===== config.mk =====
export PLATFORM = sky130hd
export DESIGN_NAME = uart_tx_fifo
export DESIGN_NICKNAME = d
export VERILOG_FILES = /design/src/rtl/uart_tx_fifo.sv
export SDC_FILE = /design/constraint.sdc
export NUM_CORES = 1
export LEC_CHECK = 0
export CORE_UTILIZATION = 60
export CTS_CLUSTER_SIZE = 16
export DETAILED_ROUTE_END_ITERATION = 16
export GPL_TIMING_DRIVEN = 0
export HOLD_SLACK_MARGIN = 0.15
export PLACE_DENSITY_LB_ADDON = 0.2
export SKIP_CTS_REPAIR_TIMING = 1
export SYNTH_ARGS = -nofsm -noshare
export SYNTH_HDL_FRONTEND = slang
export SYNTH_SLANG_ARGS = --single-unit

===== constraint.sdc =====
create_clock -name clk -period 5.4 [get_ports clk]
set_input_delay 1.08 -clock clk [delete_from_list [all_inputs] [get_ports clk]]
set_output_delay 1.08 -clock clk [all_outputs]
set_load 0.02 [all_outputs]

===== src/rtl/uart_tx_fifo.sv =====
// uart_tx_fifo: UART transmitter with a configurable frame format
// (data width, parity mode, stop-bit count) and an input FIFO that lets
// queued words go out as back-to-back frames with no idle gap.
//
// Input handshake: a word is accepted on a rising clock edge where
// tx_valid && tx_ready are both high. tx_ready depends only on registered
// FIFO occupancy, never on tx_valid. The word is copied into the FIFO on
// that edge, so later changes on tx_data cannot affect it.
module uart_tx_fifo #(
    parameter int CLKS_PER_BIT = 868,
    parameter int DATA_BITS    = 8,
    parameter int PARITY       = 0,
    parameter int STOP_BITS    = 1,
    parameter int FIFO_DEPTH   = 16
) (
    input  logic                        clk,
    input  logic                        reset,
    input  logic [DATA_BITS-1:0]        tx_data,
    input  logic                        tx_valid,
    output logic                        tx_ready,
    output logic [$clog2(FIFO_DEPTH):0] fifo_count,
    output logic                        tx_busy,
    output logic                        tx_serial,
    output logic [2:0]                  dbg_state
);

    localparam int AW  = $clog2(FIFO_DEPTH);
    localparam int AW1 = AW + 1;
    // Sized for twice the bit period so a double stop bit counts in one pass
    localparam int CW  = $clog2(CLKS_PER_BIT * 2);
    localparam int BW  = $clog2(DATA_BITS);

    localparam logic [AW:0]   FULL_COUNT = AW1'(FIFO_DEPTH);
    localparam logic [CW-1:0] BIT_LAST   = CW'(CLKS_PER_BIT - 1);
    localparam logic [CW-1:0] STOP_LAST  = CW'(STOP_BITS * CLKS_PER_BIT - 1);
    localparam logic [BW-1:0] DATA_LAST  = BW'(DATA_BITS - 1);
    localparam logic          PAR_ODD    = (PARITY == 1);

    typedef enum logic [2:0] {
        S_IDLE   = 3'd0,
        S_START  = 3'd1,
        S_DATA   = 3'd2,
        S_PARITY = 3'd3,
        S_STOP   = 3'd4
    } state_t;

    // FIFO storage and pointers
    logic [DATA_BITS-1:0] r_mem [FIFO_DEPTH];
    logic [AW-1:0]        r_wr_ptr;
    logic [AW-1:0]        r_rd_ptr;
    logic [AW:0]          r_count;

    // Transmit engine
    state_t               r_state;
    logic [CW-1:0]        r_baud;
    logic [BW-1:0]        r_bit;
    logic [DATA_BITS-1:0] r_shift;
    logic                 r_parity;
    logic                 r_serial;
    logic                 r_busy;

    logic                 w_push;
    logic                 w_pop;
    logic                 w_nonempty;
    logic                 w_frame_end;
    logic [DATA_BITS-1:0] w_head;

    assign w_nonempty  = (r_count != '0);
    assign w_frame_end = (r_state == S_STOP) && (r_baud == STOP_LAST);
    // Pop when idle, or on the last stop-bit cycle so the next start bit follows directly
    assign w_pop       = w_nonempty && ((r_state == S_IDLE) || w_frame_end);
    assign w_push      = tx_valid && tx_ready;
    assign w_head      = r_mem[r_rd_ptr];

    assign tx_ready   = (r_count != FULL_COUNT);
    assign fifo_count = r_count;
    assign tx_busy    = r_busy;
    assign tx_serial  = r_serial;
    assign dbg_state  = r_state;

    // FIFO data array: written on accepted pushes; reset discards contents via the pointers
    always_ff @(posedge clk) begin
        if (w_push) begin
            r_mem[r_wr_ptr] <= tx_data;
        end
    end

    // FIFO pointers and occupancy; pointers wrap naturally at the power-of-two depth
    always_ff @(posedge clk or negedge reset) begin
        if (!reset) begin
            r_wr_ptr <= '0;
            r_rd_ptr <= '0;
            r_count  <= '0;
        end else begin
            if (w_push) begin
                r_wr_ptr <= r_wr_ptr + 1'b1;
            end
            if (w_pop) begin
                r_rd_ptr <= r_rd_ptr + 1'b1;
            end
            case ({w_push, w_pop})
                2'b10:   r_count <= r_count + 1'b1;
                2'b01:   r_count <= r_count - 1'b1;
                default: r_count <= r_count;
            endcase
        end
    end

    // Frame sequencer with registered line and busy outputs
    always_ff @(posedge clk or negedge reset) begin
        if (!reset) begin
            r_state  <= S_IDLE;
            r_baud   <= '0;
            r_bit    <= '0;
            r_shift  <= '0;
            r_parity <= 1'b0;
            r_serial <= 1'b1;
            r_busy   <= 1'b0;
        end else begin
            case (r_state)
                S_IDLE: begin
                    r_serial <= 1'b1;
                    if (w_pop) begin
                        r_shift  <= w_head;
                        r_parity <= ^w_head;
                        r_serial <= 1'b0;
                        r_busy   <= 1'b1;
                        r_baud   <= '0;
                        r_state  <= S_START;
                    end
                end
                S_START: begin
                    if (r_baud == BIT_LAST) begin
                        r_baud   <= '0;
                        r_bit    <= '0;
                        r_serial <= r_shift[0];
                        r_state  <= S_DATA;
                    end else begin
                        r_baud <= r_baud + 1'b1;
                    end
                end
                S_DATA: begin
                    if (r_baud == BIT_LAST) begin
                        r_baud <= '0;
                        if (r_bit == DATA_LAST) begin
                            if (PARITY != 0) begin
                                r_serial <= r_parity ^ PAR_ODD;
                                r_state  <= S_PARITY;
                            end else begin
                                r_serial <= 1'b1;
                                r_state  <= S_STOP;
                            end
                        end else begin
                            r_bit    <= r_bit + 1'b1;
                            r_shift  <= r_shift >> 1;
                            r_serial <= r_shift[1];
                        end
                    end else begin
                        r_baud <= r_baud + 1'b1;
                    end
                end
                S_PARITY: begin
                    if (r_baud == BIT_LAST) begin
                        r_baud   <= '0;
                        r_serial <= 1'b1;
                        r_state  <= S_STOP;
                    end else begin
                        r_baud <= r_baud + 1'b1;
                    end
                end
                S_STOP: begin
                    if (w_frame_end) begin
                        r_baud <= '0;
                        if (w_pop) begin
                            r_shift  <= w_head;
                            r_parity <= ^w_head;
                            r_serial <= 1'b0;
                            r_state  <= S_START;
                        end else begin
                            r_serial <= 1'b1;
                            r_busy   <= 1'b0;
                            r_state  <= S_IDLE;
                        end
                    end else begin
                        r_baud <= r_baud + 1'b1;
                    end
                end
                default: begin
                    r_state  <= S_IDLE;
                    r_serial <= 1'b1;
                    r_busy   <= 1'b0;
                end
            endcase
        end
    end

endmodule


==> out/metrics.csv, run 1 <==
stage,metric,value,unit
outcome,outcome,finished with violations,
outcome,violations,DRC,
die,initial_core_util,62.0,%
cts,cts_tree,done,
cts,clk_pin_slew,60,ps
power_and_ir_drop,ir_drop,0.255,mV
routing,vias,4109,
worst_setup_path,path_buf_inv,1,
worst_setup_path,reg2reg_from,r_baud[2],
routing,routed_wl,14200,µm
global_routing,grt-ovfl-total,0,
cts,clock-sinks,168,
synthesis,synth.most_common_cell,edfxtp_1,
die,rows,39,
run,cap_violations,0,
synthesis,synth.net_count,474,
routing,drtIter0Drc,442,
synthesis,synth_top_area_share,53.9,%
synthesis,synth_top_area_cell,edfxtp_1,
sta,finalCriticalPeriod,3580,ps
global_routing,track_usage,25.1,%
cts,htree_levels,4,
routing,drc,5,
finish,fin_nets,515,
synthesis,async_flop_share,23.8,%
sta,totalNegativeSetupSlack,0,ps
sta,worst_pin_slew,1180,ps
cts,cts_buffers,17,
worst_setup_path,critPathTopFamily,simple AND/OR/NAND/NOR gates,
worst_setup_path,cp.depth,11,
global_routing,grt_pass1_wl,22500,µm
min_path,hold_class,in -> async,
finish,final_cells,648,
worst_setup_path,reg2reg_slack,1820,ps
die,die_h,111,µm
global_routing,grt_pass1_vias,4208,
sta,rsz0062_at_grt,no,
cts,cts_root_buf,clkbuf_16,
global_routing,use_met2,41.5,%
global_routing,grt_max_degree,33,
worst_setup_path,cp-start-kind,register,
power_and_ir_drop,powerDensity,503,nW/µm²
worst_setup_path,cp_slowest_stage_delay,540,ps
synthesis,synth_seq_cells,168,
routing,drtAntennaViolNets,0,
global_routing,met3_usage,4.37,%
synthesis,syn_area_per_cell,15.8,µm²
placed_design,dp_hpwl,9370,µm
die,die_area,12300,µm²
worst_setup_path,worst-path-max-fanout,8,
routing,routed_via_density,6.34,
routing,avgRoutedWirePerCell,22.0,µm
worst_setup_path,crit_required,5740,ps
worst_setup_path,path_cells,or4_1 -> or3_4 -> a21oi_2 -> ha_1 -> clkbuf_1 -> xor2_1 -> ha_1 -> a31oi_1 -> or2_2 -> a21oi_1 -> xor2_1,
synthesis,synth-seq-area-share,67.9,%
synthesis,synth_area,7140,µm²
placed_design,port_buffers,21,
worst_setup_path,r2r-end,fifo_count[4],
cts,insertion_delay,430,ps
synthesis,yosys.cell_types.count,53,
synthesis,synth_edf_count,128,
power_and_ir_drop,power,4.07,mW
die,die_w,111,µm
sta,skew,10.3,ps
worst_setup_path,cp.arrival,3920,ps
sta,setup_violations,0,
synthesis,synth_commonest_cells,"edfxtp_1 (128), dfrtp_1 (39), mux4_2 (32)",
synthesis,synthCells,451,
cts,clockBufferDepth,2,
die,ios,22,
placed_design,place_congestion,0.828,
finish,fill_cells,772,
sta,period_share,66.3,%
finish,n_antenna_cell,0,
sta,slew_headroom,20.6,%
sta,drv_slew,0,
synthesis,yosys-top-cells-area,"edfxtp_1 (54%), dfrtp_1 (14%), mux4_2 (10%)",
sta,max_freq,279,MHz
die,core,11500,µm²
routing,first_pass_iters,11,
placed_design,dp_cells,616,
worst_setup_path,cp_slowest_cell,or4_1,
power_and_ir_drop,p_leak,2.75,nW
finish,layout-drive-gt1-share,18.0,%
worst_setup_path,worst_r2r_path_depth,11,
global_routing,antenna_found_initial,0,
global_routing,met1_usage,32.6,%
worst_setup_path,end_kind,register,
synthesis,synth_ff_type,edfxtp_1,
global_routing,grt.busiest_layer,met2,
finish,syn2layout_area_growth,13.2,%
sta,hold_viol_final,0,
synthesis,synth_warnings,0,
worst_setup_path,worstSetupPathType,reg -> reg,
## cells in the final DEF, fill, tap and decap left out, drive strengths merged, types with 4 or more instances in the layout
| master | n |
|---|---|
| a21oi | 29 |
| a22oi | 18 |
| buf | 12 |
| clkbuf | 35 |
| clkdlybuf4s50 | 20 |
| clkinv | 7 |
| clkinvlp | 5 |
| dfrtp | 39 |
| edfxtp | 128 |
| ha | 12 |
| inv | 5 |
| mux2 | 4 |
| mux4 | 32 |
| nand2 | 26 |
| nand2b | 6 |
| nand3 | 6 |
| nor2 | 28 |
| nor3 | 6 |
| o21ai | 18 |
| o31ai | 8 |
| or2 | 5 |
| xnor2 | 7 |
| xor2 | 7 |
## metal layers
layer / wire, µm / vias to the layer above
met4: 401 / 0
met5: 0 / -
met3: 717 / 28
li1: - / 1841
met1: 5780 / 2097
met2: 7350 / 143
## how the worst max path moves through the flow
stage | start | to | slack [ps]
2_1_floorplan | r_baud[2] | fifo_count[4] | 2230
3_3_place_gp | tx_valid | fifo_count[4] | 1670
3_5_place_dp | tx_valid | fifo_count[4] | 1580
4_1_cts | r_baud[2] | fifo_count[4] | 1810
5_1_grt | dbg_state[0] | fifo_count[4] | 1560
6_report | r_baud[2] | fifo_count[4] | 1820
## final cells by class
type,count,area [µm²],area share [%]
plain buffers,26,130,1.61
clock buffers,19,433,5.36
clock inverters,13,108,1.33
inverters,5,18.8,0.232
multi-input cells,252,2140,26.5
flip-flops and latches,168,4850,60.0
well taps,143,179,2.21
repair buffers,22,225,2.79
## kinds of logic after synthesis
logic type | share of synthesized area (%)
AND/OR/NAND/NOR | 6.68
flip-flops | 67.9
XOR/XNOR | 1.72
AO/OA/AOI/OAI | 8.78
adder cells (fa/ha/maj) | 2.10
multiplexers | 10.7
buffers and inverters | 2.09
## power by group
group	total (mW)	leakage [nW]	switching [mW]	internal [mW]
sequential	1.72	1.65	0.116	1.60
combinational	1.24	0.851	0.696	0.540
clock	1.11	0.250	0.484	0.628
## state kept, by name (all words and copies together) (netlist names)
name        flops
r_mem         128
r_shift         8
tx_busy         1
fifo_count      5
r_baud         11
tx_serial       1
r_rd_ptr        4
r_wr_ptr        4
r_bit           3
dbg_state       3
## through the flow
step	setup slack, ps	hold WS (ps)	instance area (µm²)	util, %
2_1_floorplan	2230	473	7140	-
3_3_place_gp	1670	491	7530	65.4
3_5_place_dp	1580	504	7540	65.5
4_1_cts	1810	519	8080	70.2
5_1_grt	1560	525	8080	70.2
6_report	1820	518	8080	70.2
Power figures use the tool's default switching activity.
==> run 2: changes to the inputs <==
Clock period 5.4 ns to 3.7 ns, I/O delays scaled along.
==> run 2 against run 1 <==
Against the previous run:
- the run still ends with DRC left
- first-iteration DRC count increased by 5.2%
- highest routed layer unchanged
- clock-buffer cell count unchanged
- power increased by 46%
- setup slack got worse by 1600 ps
- clock skew decreased by 4.5 ps
- clock power increased by 46%
==> out/metrics.csv, run 2 (same netlist as run 1, synthesis figures left out) <==
stage,metric,value,unit
routing,vias,4124,
sta,setup_violations,0,
die,die_area,12300,µm²
die,rows,39,
cts,clk_pin_slew,60,ps
finish,mostFrequentLayoutCell,edfxtp_1,
cts,cts_buffers,17,
global_routing,grt_pass1_wl,22500,µm
worst_setup_path,crit_required,4040,ps
finish,fin_util,70.3,%
worst_setup_path,worstSetupPathType,reg -> reg,
finish,reg.largest.list,"r_mem (128), r_baud (11), r_shift (8)",
cts,insertion_delay,420,ps
placed_design,place_congestion,0.828,
power_and_ir_drop,ir_drop,0.373,mV
power_and_ir_drop,power,5.94,mW
die,initial_core_util,62.0,%
outcome,outcome,finished with violations,
finish,final_cell_mix,"edfxtp_1 (128), dfrtp_1 (39), mux4_2 (32), nor2_1 (27)",
worst_setup_path,reg2reg_from,r_baud[2],
routing,routed_wl,14200,µm
global_routing,grt_max_degree,33,
cts,htree_levels,4,
run,cap_violations,0,
routing,first_pass_iters,11,
sta,skew,5.76,ps
sta,rsz0062_at_grt,no,
finish,layout-drive-gt1-share,18.2,%
finish,syn2layout_area_growth,13.4,%
sta,max_freq,288,MHz
worst_setup_path,cp-start-kind,register,
sta,drv_slew,0,
outcome,violations,DRC,
power_and_ir_drop,powerDensity,734,nW/µm²
die,core,11500,µm²
global_routing,grt_pass1_vias,4208,
routing,drtIter0Drc,465,
global_routing,antenna_found_initial,0,
routing,avgRoutedWirePerCell,22.0,µm
worst_setup_path,worst-path-max-fanout,8,
finish,largest-register,r_mem,
routing,routed_via_density,6.36,
cts,cts_tree,done,
finish,fin_nets,515,
placed_design,placed_area,7540,µm²
finish,n_antenna_cell,0,
cts,cts_root_buf,clkbuf_16,
worst_setup_path,crit_start,r_baud[2],
finish,largest_reg_flops,128,
sta,worst_pin_slew,1170,ps
placed_design,port_buffers,21,
die,die_h,111,µm
die,ios,22,
routing,drtAntennaViolNets,0,
sta,hold_viol_final,0,
min_path,hold_class,in -> async,
cts,clockBufferDepth,2,
global_routing,grt-ovfl-total,0,
cts,clock-sinks,168,
global_routing,track_usage,25.1,%
sta,slew_headroom,21.2,%
routing,drc,5,
sta,period_share,93.8,%
sta,totalNegativeSetupSlack,0,ps
sta,finalCriticalPeriod,3470,ps
worst_setup_path,end_kind,register,
finish,design_area,8090,µm²
placed_design,dp_hpwl,9370,µm
worst_setup_path,cp.arrival,3810,ps
finish,fill_cells,771,
die,die_w,111,µm
power_and_ir_drop,p_leak,2.75,nW
## run 2: stage by stage
step	worst slack [ps]	hold slack [ps]	instances
6_report	229	179	648
3_5_place_dp	134	504	616
4_1_cts	109	179	648
5_1_grt	18.7	193	648
2_1_floorplan	529	444	451
3_3_place_gp	238	491	615
## run 2: worst max-delay path: stages, from the launching register on
cell      delay, ps
dfrtp_1         460
or4_1           540
or3_4           430
a21oi_4         300
ha_1            230
clkbuf_1        300
xor2_1          180
ha_1            210
a31oi_1         100
or2_2           280
a21oi_1         190
xor2_1          170
## run 2: area by class of cell
class	instances	area [µm²]	area share [%]
timing repair buffer	22	225	2.78
tap	143	179	2.21
inverter	5	18.8	0.232
buffer	26	130	1.61
clock buffer	19	433	5.35
sequential	168	4850	59.9
clock inverter	13	108	1.33
multi-input combinational	252	2150	26.6
## run 2: power by group
| part | total (mW) | internal (mW) | switching (mW) | leakage, nW |
|---|---|---|---|---|
| Clock | 1.62 | 0.917 | 0.702 | 0.250 |
| Combinational | 1.81 | 0.789 | 1.02 | 0.852 |
| Sequential | 2.51 | 2.34 | 0.170 | 1.65 |
| Total | 5.94 | 4.04 | 1.89 | 2.75 |
## run 2: worst paths after layout
kind | end | slack, ps | cells after the start
setup / recovery | fifo_count[4] | 230 | 11
hold / removal | r_wr_ptr[0] | 180 | 1
setup reg to reg | fifo_count[4] | 230 | 11
hold reg to reg | r_baud[5] | 520 | 1
max in group asynchronous | tx_serial | 3010 | 2
min in group clk | r_baud[5] | 520 | 1
## run 2: routing by layer
metal	share of wire (%)	global-route usage, %
met2	51	41.5
met3	4.6	4.37
met1	41	32.6
met5	0	0
met4	2.9	12.8
==> run 3: changes to the inputs <==
Settings changed: CTS_CLUSTER_SIZE 16 to 10.
Clock period 3.7 ns to 4.15 ns, I/O delays scaled along.
==> results of run 3 <==
Same layout as run 1 (identical final DEF). Status: finished with violations: DRC.
Main changes from that run: setup slack after placement 1580 ps -> 576 ps; setup slack after layout 1820 ps -> 571 ps; hold slack 518 ps -> 268 ps; register-to-register setup slack 1820 ps -> 570 ps; total power 4.07 mW -> 5.29 mW; worst IR drop on VDD 0.255 mV -> 0.332 mV
